<file path="src/rtl/feature_window_streamer.sv">
// feature_window_streamer
// Streaming wrapper around the HDC sensor-fusion core. The front end turns a
// stream of single feature entries into a 3-deep sliding window
// {cur, prev1, prev2}; the back end buffers the core's valence/arousal result
// and tags it "warm" when its window held three real entries. A credit counter
// bounds the number of entries in flight between the two ends.

`ifndef TOTAL_NUM_CHANNEL
`define TOTAL_NUM_CHANNEL 4
`endif
`ifndef CHANNEL_WIDTH
`define CHANNEL_WIDTH 4
`endif

module feature_window_streamer #(
    parameter int FEAT_W       = `TOTAL_NUM_CHANNEL * `CHANNEL_WIDTH,
    parameter int MAX_INFLIGHT = 4,   // power of two, >= 2
    parameter int CNT_W        = 16,
    localparam int PTR_W       = $clog2(MAX_INFLIGHT),
    localparam int OUT_W       = PTR_W + 1
) (
    input  logic                  clk,
    input  logic                  rst,          // asynchronous, active low
    input  logic                  clear,        // synchronous session restart

    // Upstream feature stream
    input  logic [FEAT_W-1:0]     s_feature,
    input  logic                  s_valid,
    output logic                  s_ready,

    // Window to the core
    output logic [3*FEAT_W-1:0]   features_top,
    output logic                  fin_valid,
    input  logic                  fin_ready,

    // Result from the core
    input  logic                  valence,
    input  logic                  arousal,
    input  logic                  dout_valid,
    output logic                  dout_ready,

    // Downstream result stream
    output logic                  m_valence,
    output logic                  m_arousal,
    output logic                  m_warm,
    output logic                  m_valid,
    input  logic                  m_ready,

    // Statistics and status
    output logic [CNT_W-1:0]      entries_sent,
    output logic [CNT_W-1:0]      results_rcvd,
    output logic [OUT_W-1:0]      outstanding,
    output logic                  err
);

    // ------------------------------------------------------------------
    // Session history: the two most recently accepted entries and how many
    // of those slots hold real data (saturates at 2).
    // ------------------------------------------------------------------
    logic [FEAT_W-1:0] hist1;
    logic [FEAT_W-1:0] hist2;
    logic [1:0]        fill_cnt;

    // Warm-tag FIFO. Its occupancy always equals outstanding, so it needs
    // no count of its own and can never overflow or be popped when empty.
    logic [MAX_INFLIGHT-1:0] tag_mem;
    logic [PTR_W-1:0]        tag_wr_ptr;
    logic [PTR_W-1:0]        tag_rd_ptr;

    // Handshake qualifiers
    logic has_credit;
    logic accept;
    logic fin_hs;
    logic res_hs;
    logic res_ok;
    logic res_bad;

    // History as seen by an entry accepted this cycle; a same-cycle clear
    // makes the new entry start a fresh session.
    logic [FEAT_W-1:0] win_h1;
    logic [FEAT_W-1:0] win_h2;
    logic [1:0]        win_fill;
    logic              win_warm;

    // Credit check uses the registered count only: a result returning this
    // cycle frees its slot from the next cycle on.
    assign has_credit = (outstanding < OUT_W'(MAX_INFLIGHT));
    assign s_ready    = (~fin_valid | fin_ready) & has_credit;
    assign dout_ready = ~m_valid | m_ready;

    assign accept  = s_valid & s_ready;
    assign fin_hs  = fin_valid & fin_ready;
    assign res_hs  = dout_valid & dout_ready;
    assign res_ok  = res_hs & (outstanding != '0);
    assign res_bad = res_hs & (outstanding == '0);

    assign win_h1   = clear ? '0 : hist1;
    assign win_h2   = clear ? '0 : hist2;
    assign win_fill = clear ? 2'd0 : fill_cnt;
    assign win_warm = (win_fill == 2'd2);

    // Window register and its valid toward the core
    always_ff @(posedge clk or negedge rst) begin
        if (!rst) begin
            features_top <= '0;
            fin_valid    <= 1'b0;
        end else begin
            // NOTE: all clocked state uses non-blocking assignment so every
            // register samples pre-edge values regardless of block order.
            if (accept) begin
                features_top <= {s_feature, win_h1, win_h2};
                fin_valid    <= 1'b1;
            end else if (fin_ready) begin
                fin_valid    <= 1'b0;
            end
        end
    end

    // Sliding history and fill level; clear restarts the session
    always_ff @(posedge clk or negedge rst) begin
        if (!rst) begin
            hist1    <= '0;
            hist2    <= '0;
            fill_cnt <= 2'd0;
        end else if (accept) begin
            hist1    <= s_feature;
            hist2    <= win_h1;
            fill_cnt <= (win_fill == 2'd2) ? 2'd2 : win_fill + 2'd1;
        end else if (clear) begin
            hist1    <= '0;
            hist2    <= '0;
            fill_cnt <= 2'd0;
        end
    end

    // Tag FIFO storage, written on every accept
    always_ff @(posedge clk) begin
        // NOTE: the storage array is deliberately not reset; the pointers
        // below define which slots are valid, so stale contents are never read.
        if (accept) begin
            tag_mem[tag_wr_ptr] <= win_warm;
        end
    end

    // Tag FIFO pointers; pointer wrap is free because depth is a power of two
    always_ff @(posedge clk or negedge rst) begin
        if (!rst) begin
            tag_wr_ptr <= '0;
            tag_rd_ptr <= '0;
        end else begin
            if (accept) begin
                tag_wr_ptr <= tag_wr_ptr + 1'b1;
            end
            if (res_ok) begin
                tag_rd_ptr <= tag_rd_ptr + 1'b1;
            end
        end
    end

    // Credit counter: +1 per accepted entry, -1 per expected result
    always_ff @(posedge clk or negedge rst) begin
        if (!rst) begin
            outstanding <= '0;
        end else begin
            unique case ({accept, res_ok})
                2'b10:   outstanding <= outstanding + 1'b1;
                2'b01:   outstanding <= outstanding - 1'b1;
                default: outstanding <= outstanding;
            endcase
        end
    end

    // Downstream result buffer; an unexpected result is dropped
    always_ff @(posedge clk or negedge rst) begin
        if (!rst) begin
            m_valid   <= 1'b0;
            m_valence <= 1'b0;
            m_arousal <= 1'b0;
            m_warm    <= 1'b0;
        end else if (res_ok) begin
            m_valid   <= 1'b1;
            m_valence <= valence;
            m_arousal <= arousal;
            m_warm    <= tag_mem[tag_rd_ptr];
        end else if (m_ready) begin
            m_valid   <= 1'b0;
        end
    end

    // Statistics counters; clear has priority over a same-cycle handshake
    always_ff @(posedge clk or negedge rst) begin
        if (!rst) begin
            entries_sent <= '0;
            results_rcvd <= '0;
        end else if (clear) begin
            entries_sent <= '0;
            results_rcvd <= '0;
        end else begin
            if (fin_hs) begin
                entries_sent <= entries_sent + 1'b1;
            end
            if (res_ok) begin
                results_rcvd <= results_rcvd + 1'b1;
            end
        end
    end

    // Sticky protocol error: a result arrived with nothing in flight
    always_ff @(posedge clk or negedge rst) begin
        if (!rst) begin
            err <= 1'b0;
        end else if (res_bad) begin
            err <= 1'b1;
        end
    end

endmodule
</file>
<file path="config.mk">
export PLATFORM = sky130hd
export DESIGN_NAME = feature_window_streamer
export DESIGN_NICKNAME = d
export VERILOG_FILES = /design/src/rtl/feature_window_streamer.sv
export SDC_FILE = /design/constraint.sdc
export NUM_CORES = 1
export LEC_CHECK = 0
export CAP_MARGIN = 0
export CORE_UTILIZATION = 51
export CTS_CLUSTER_DIAMETER = 150
export CTS_CLUSTER_SIZE = 10
export DETAILED_ROUTE_END_ITERATION = 8
export GPL_TIMING_DRIVEN = 0
export PLACE_DENSITY_LB_ADDON = 0.05
export SYNTH_ARGS = -nofsm -noshare
export SYNTH_HDL_FRONTEND = slang
export SYNTH_SLANG_ARGS = --single-unit
</file>
<file path="constraint.sdc">
create_clock -name clk -period 2.81 [get_ports clk]
set_input_delay 0.4215 -clock clk [delete_from_list [all_inputs] [get_ports clk]]
set_output_delay 0.4215 -clock clk [all_outputs]
set_load 0.005 [all_outputs]
</file>
==> impl_metrics.yaml <==
outcome:
  outcome: "complete, no violations"
sta:
  slew_viol_final: 0
  whs_ns: 0.410
  relSlewSlack: 0.609
  grt_setup_unrepaired: "false"
  worst-slew-pin-transition_ns: 0.587
  period_minus_slack_ns: 2.63
  skew_ns: 0.00887
  fmax_ghz: 0.380
  post-route-period-util: 0.937
  finalSetupViolations: 0
  hold_viol: 0
  fin_ws_ns: 0.178
clocking:
  cts_tree: "done"
  cts_root_buf: "clkbuf_8"
  clk_pin_slew_ns: 0.06
  cts_buffer_depth: 2
  post_cts_buffers: 0
  cts_buffers: 17
  clkLatencyLatePin_ns: 0.52
  clock_sinks: 131
  ctsHtreeMaxLevel: 4
hold_path:
  hold_class: "in2async"
logic_synthesis:
  syn_area_sq_um: 5580
  synth.distinct_cells: 36
  synth_nets: 590
  synth_seq_area_share: 0.591
  synth_edf_count: 4
  synthCells: 555
  yosysWarnings: 0
  syn_area_per_cell_sq_um: 10.1
  ys.flop_type: "dfrtp_1"
  synth_seq_cells: 131
  async_reset_ff_frac: 0.969
drt:
  viasPerCell: 5.33
  first_pass_iters: 4
  wl_per_cell_um: 16.3
  drt_wl_total_mm: 13.6
  vias: 4458
  drtIter0Drc: 228
  drc: 0
  drtAntennaViolNets: 0
die:
  fp.dieW_um: 107
  start_util: 0.533
  rows: 37
  core_area_sq_um: 10500
  die_area_sq_um: 11400
  die_h_um: 107
  io_pins: 116
finish:
  nets: 725
  final_util: 0.719
  num-fill-cells: 808
  antenna_cells: 0
  mostFrequentLayoutCell: "nand2_1"
  fin_area_sq_um: 7530
  area_delta_synth_final_pct: 34.9
  drive_gt1_frac: 0.0599
  layout_common_cells: "168 x nand2_1, 127 x dfrtp_1, 114 x clkdlybuf4s50_1, 32 x a21oi_1, 32 x nand3b_1"
job:
  drv_cap: 0
pwr:
  power.density_nw_per_um2: 850
  ir_worst_vdd_mv: 0.603
  leakagePower_nw: 3.41
grt:
  antenna_found_initial: 0
  grt_util_met3: 0.0578
  grt_max_degree: 78
  grtUsageMet2: 0.427
  grtUsageTotal: 0.261
  gr-usage-met1: 0.347
  grt_pass1_wl_mm: 22.6
  grt_pass1_vias: 4508
  overflow: 0
  busiest_layer: "met2"
critical_path:
  path_class: "in2reg"
  reg2regPathDepth: 10
  cp.required_ns: 3.25
  rr_startpoint: "fin_valid"
  path_max_fanout: 12
  r2r-end: "outstanding[2]"
  endpoint_kind: "flop"
  worstPathArrival_ns: 3.08
  startpoint_type: "primary input"
  rrSetupSlack_ns: 0.23
placed_design:
  portBuffers: 115
  dp_slack_ns: -0.837
  place_congestion: 0.822
  dp_hpwl_mm: 9.82
  place_area_sq_um: 6930
[per-stage QoR]
stage,std cells,setup TNS [ns],total power [W]
after CTS,837,0,0.00643
final,837,0,0.00640
after global routing,837,0,0.00672
after floorplan,555,0,0.00332
after global placement,806,-452.14,0.00418
after detailed placement,807,-1.71,0.00426
[final cells by class]
| cell class | count | area (sq um) | area share |
|---|---|---|---|
| buffer | 31 | 121 | 0.0161 |
| clock inverter | 4 | 70.1 | 0.00931 |
| inverter | 13 | 52.6 | 0.00698 |
| sequential | 131 | 3300 | 0.438 |
| timing repair buffer | 117 | 1190 | 0.158 |
| tap | 136 | 170 | 0.0226 |
| multi-input combinational | 379 | 2110 | 0.280 |
| clock buffer | 26 | 518 | 0.0688 |
[registers in the layout, summed over array words and instances (netlist names)]
register / count
hist1: 16
features_top: 48
m_arousal: 1
entries_sent: 16
fill_cnt: 2
outstanding: 3
tag_wr_ptr: 2
m_warm: 1
m_valid: 1
results_rcvd: 16
tag_rd_ptr: 2
tag_mem: 4
err: 1
hist2: 16
m_valence: 1
fin_valid: 1
[power breakdown]
part           internal (W)  switching (W)
clock               0.00142       0.000748
combinational      0.000842       0.000775
sequential          0.00230       0.000310
[kinds of logic (layout without fill, tap and decap cells)]
group | after synthesis | count (layout) | share of synthesized area
compound gates | 67 | 67 | 0.0751
fa+ha+maj | 10 | 10 | 0.0238
xor+xnor | 21 | 21 | 0.0330
buf+inv | 45 | 191 | 0.0310
mux | 3 | 3 | 0.00807
flops | 131 | 131 | 0.591
simple gates | 278 | 278 | 0.238
[timing repair]
action / CTS / global route
endpoints found under the hold margin: 50 / 0
setup endpoints to repair: 2 / 1
resized for setup: 1 / 1
hold buffers: 1 / 0
[worst max path at each step]
stage | start | endpoint | slack (ns) | depth (start not counted)
global route | fin_ready | outstanding[2] | 0.07 | 11
finish | fin_ready | outstanding[2] | 0.18 | 11
global placement | rst | features_top[38] | -3.56 | 1
floorplan | fin_ready | outstanding[2] | 0.34 | 11
CTS | fin_ready | outstanding[2] | 0.07 | 11
detailed placement | fin_ready | outstanding[2] | -0.84 | 12
[routing by layer]
layer  vias to the layer above  routed length, um
li1                       2135                  -
met1                      2209               6200
met2                       100               6790
met3                        14                491
met4                         0                145
met5                         -                  0
[critical path, stage by stage]
cell	delay, ns
clkdlybuf4s50_1	0.49
nand2b_1	0.24
and3_1	0.27
clkinvlp_4	0.23
buf_2	0.31
ha_1	0.25
inv_1	0.07
fa_1	0.37
xor2_1	0.15
nor2_1	0.14
xnor2_1	0.13
[synthesized netlist by cell type (all sizes together) (3+ instances only)]
library cell    n  share of area
o21ai          10         0.0090
xor2           13          0.020
nand4          11          0.012
nand2         168           0.11
edfxtp          4          0.022
or3             7         0.0081
clkbuf         25          0.017
and4            3         0.0047
nand3b         32          0.043
dfrtp         127           0.57
nor2           18          0.012
and3            4         0.0045
nand2b          3         0.0034
ha              9          0.020
o31ai           8          0.011
a21oi          32          0.029
or4             8          0.011
a22o           16          0.025
and2            7         0.0079
buf             7         0.0054
xnor2           8          0.013
inv            12         0.0081
nand3          10         0.0090
No activity file was read; power rests on OpenSTA's default activity.
==> patch (same settings) <==
`TOTAL_NUM_CHANNEL`: 4 -> 3.
--- a/src/rtl/feature_window_streamer.sv
+++ b/src/rtl/feature_window_streamer.sv
@@ -6,7 +6,7 @@
 // bounds the number of entries in flight between the two ends.
 
 `ifndef TOTAL_NUM_CHANNEL
-`define TOTAL_NUM_CHANNEL 4
+`define TOTAL_NUM_CHANNEL 3
 `endif
 `ifndef CHANNEL_WIDTH
 `define CHANNEL_WIDTH 4
Interface: changed (resized features_top and s_feature); port bits go from 116 to 100. No check against the original RTL was run, so the function may have changed too.
==> patch against the original RTL <==
Wire length down 18%; sequential cell count down 20; design area is 17% lower; sequential power down 16%; critical path depth is the same; worst hold slack worse by 380 ps; non-clock buffer count shrank 22; setup slack better by 66 ps; total power down 29%; area after synthesis decreased by 13%; synthesized cell count shrank 13%; largest cell class unchanged; largest power group unchanged; highest routed layer unchanged.
==> patch: results (changes against the original RTL) <==
| Metric | Value |
|---|---|
| Cell total after placement | 714 (-12%) |
| IO buf count | 99 (-14%) |
| Resize count post-CTS | 0 (-1) |
| Wire length per cell | 15.3 um (-6.0%) |
| Synth async-reset ratio | 0.964 (-0.00550) |
| CP Max Fanout | 14 (+2) |
| Skew final | 19.1 ps (+10.2 ps) |
| CTS root buf | clkbuf_8 |
| Leak | 2.76 nW (-19%) |
| Number of global-route vias before repair | 3877 (-14%) |
| Detailed Route WL | 11100 um (-18%) |
| Mean Syn Cell Area | 10.0 sq um (-0.38%) |
| Clock Latency Late Sink | 400 ps (-120 ps) |
| # fillers | 736 (-8.9%) |
| Synth area leaders | dfrtp_1, nand2_1, nand3b_1 |
| Post-DP HPWL | 7990 um (-19%) |
| Post-Syn Nets | 516 (-13%) |
| Place WS | -522 ps (+314 ps) |
| Share of cells above drive strength 1 | 0.0583 (-0.00158) |
| CTS clk-pin slew, worst paths | 110 ps (+50 ps) |
| Peak supply drop | 0.501 mV (-17%) |
| Slew Limit Headroom | 0.586 (-0.0227) |
| First-pass GRT wire length | 18700 um (-17%) |
| Max Root-Sink Buffers | 2 (unchanged) |
| Final GP Congestion | 0.814 (-1.1%) |
| Sequential element share of the synthesized area | 0.576 (-0.0152) |
| Commonest cells post-synth | nand2_1, dfrtp_1, a21oi_1 |
| # nets final | 626 (-14%) |
| Crit path largest cell delay | 520 ps (+30 ps) |
| Initial drt markers | 135 (-41%) |
| R2R Path Start | outstanding[1]$_DFFE_PN0P_ |
| All-layer global routing usage | 0.244 (-0.0171) |
| Status | finished clean |
| Post-synth cell types | 40 (+11%) |
| CP Data Arrival Time | 2880 ps (-200 ps) |
| Drt via density | 5.32 (-0.12%) |
| CTS Buf Count | 9 (-8) |
| Initial antenna violation count | 0 (unchanged) |
patch: kinds of logic (layout without fill, tap and decap cells):
family          after synthesis  after routing  share of synthesized area
buf+inv                      40            155                     0.0330
fa+ha+maj                    10             10                     0.0273
flops                       111            111                      0.576
simple gates                240            240                      0.238
mux                           5              5                     0.0139
xor+xnor                     18             18                     0.0325
compound gates               61             61                     0.0791
patch: worst reg2reg max path, stage by stage, from the launching register on:
cell and delay [ps]:
dfrtp_1 430, or3_1 420, nand3_1 180, buf_4 200, clkinv_1 250, ha_1 310
inv_1 80, fa_1 410, o21ai_0 160
patch: final timing paths:
check | slack [ps] | endpoint | cells past startpoint
max in group asynchronous | 2070 | hist2[2]$_DFF_PN0_ | 2
worst min register to register | 470 | features_top[3]$_DFFE_PN0P_ | 2
worst max-delay path | 240 | outstanding[2]$_DFFE_PN0P_ | 11
min in group clk | 470 | features_top[3]$_DFFE_PN0P_ | 2
worst min-delay path | 30 | entries_sent[8]$_DFFE_PN0P_ | 1
worst max register to register | 300 | outstanding[1]$_DFFE_PN0P_ | 8
patch: cell type report:
cell class              instances  area [sq um]  share of cell area
flip-flops and latches        111          2800               0.449
multi-input cells             334          1900               0.305
repair buffers                100          1020               0.163
well taps                     129           161              0.0259
clock buffers                   9           124              0.0199
plain buffers                  26           108              0.0173
clock inverters                 7          78.8              0.0126
inverters                      13          48.8             0.00783
patch: timing repair:
item                       CTS  global route
setup endpoints to repair    1             0
hold endpoints to repair     0             0
setup buffers                0             0
patch: through the flow:
stage	cell area, sq um	utilization	TNS, ps
final	6230	0.674	0
after detailed placement	6030	0.653	-887
after global placement	6010	0.650	-290000
after floorplan	4860	-	0
after global routing	6230	0.674	0
after CTS	6230	0.674	0
patch: metal layers:
| layer | GRT usage | up-vias | part of all wire |
|---|---|---|---|
| met3 | 0.0422 | 22 | 0.040 |
| li1 | - | 1858 | - |
| met4 | 0.106 | 0 | 0.025 |
| met2 | 0.397 | 111 | 0.47 |
| met1 | 0.323 | 1887 | 0.46 |
| met5 | 0 | - | 0 |
patch: report_power, final:
group          total (mW)  internal (mW)  switching (mW)
sequential           2.18           1.94           0.243
combinational        1.37          0.715           0.660
clock               0.966          0.354           0.613
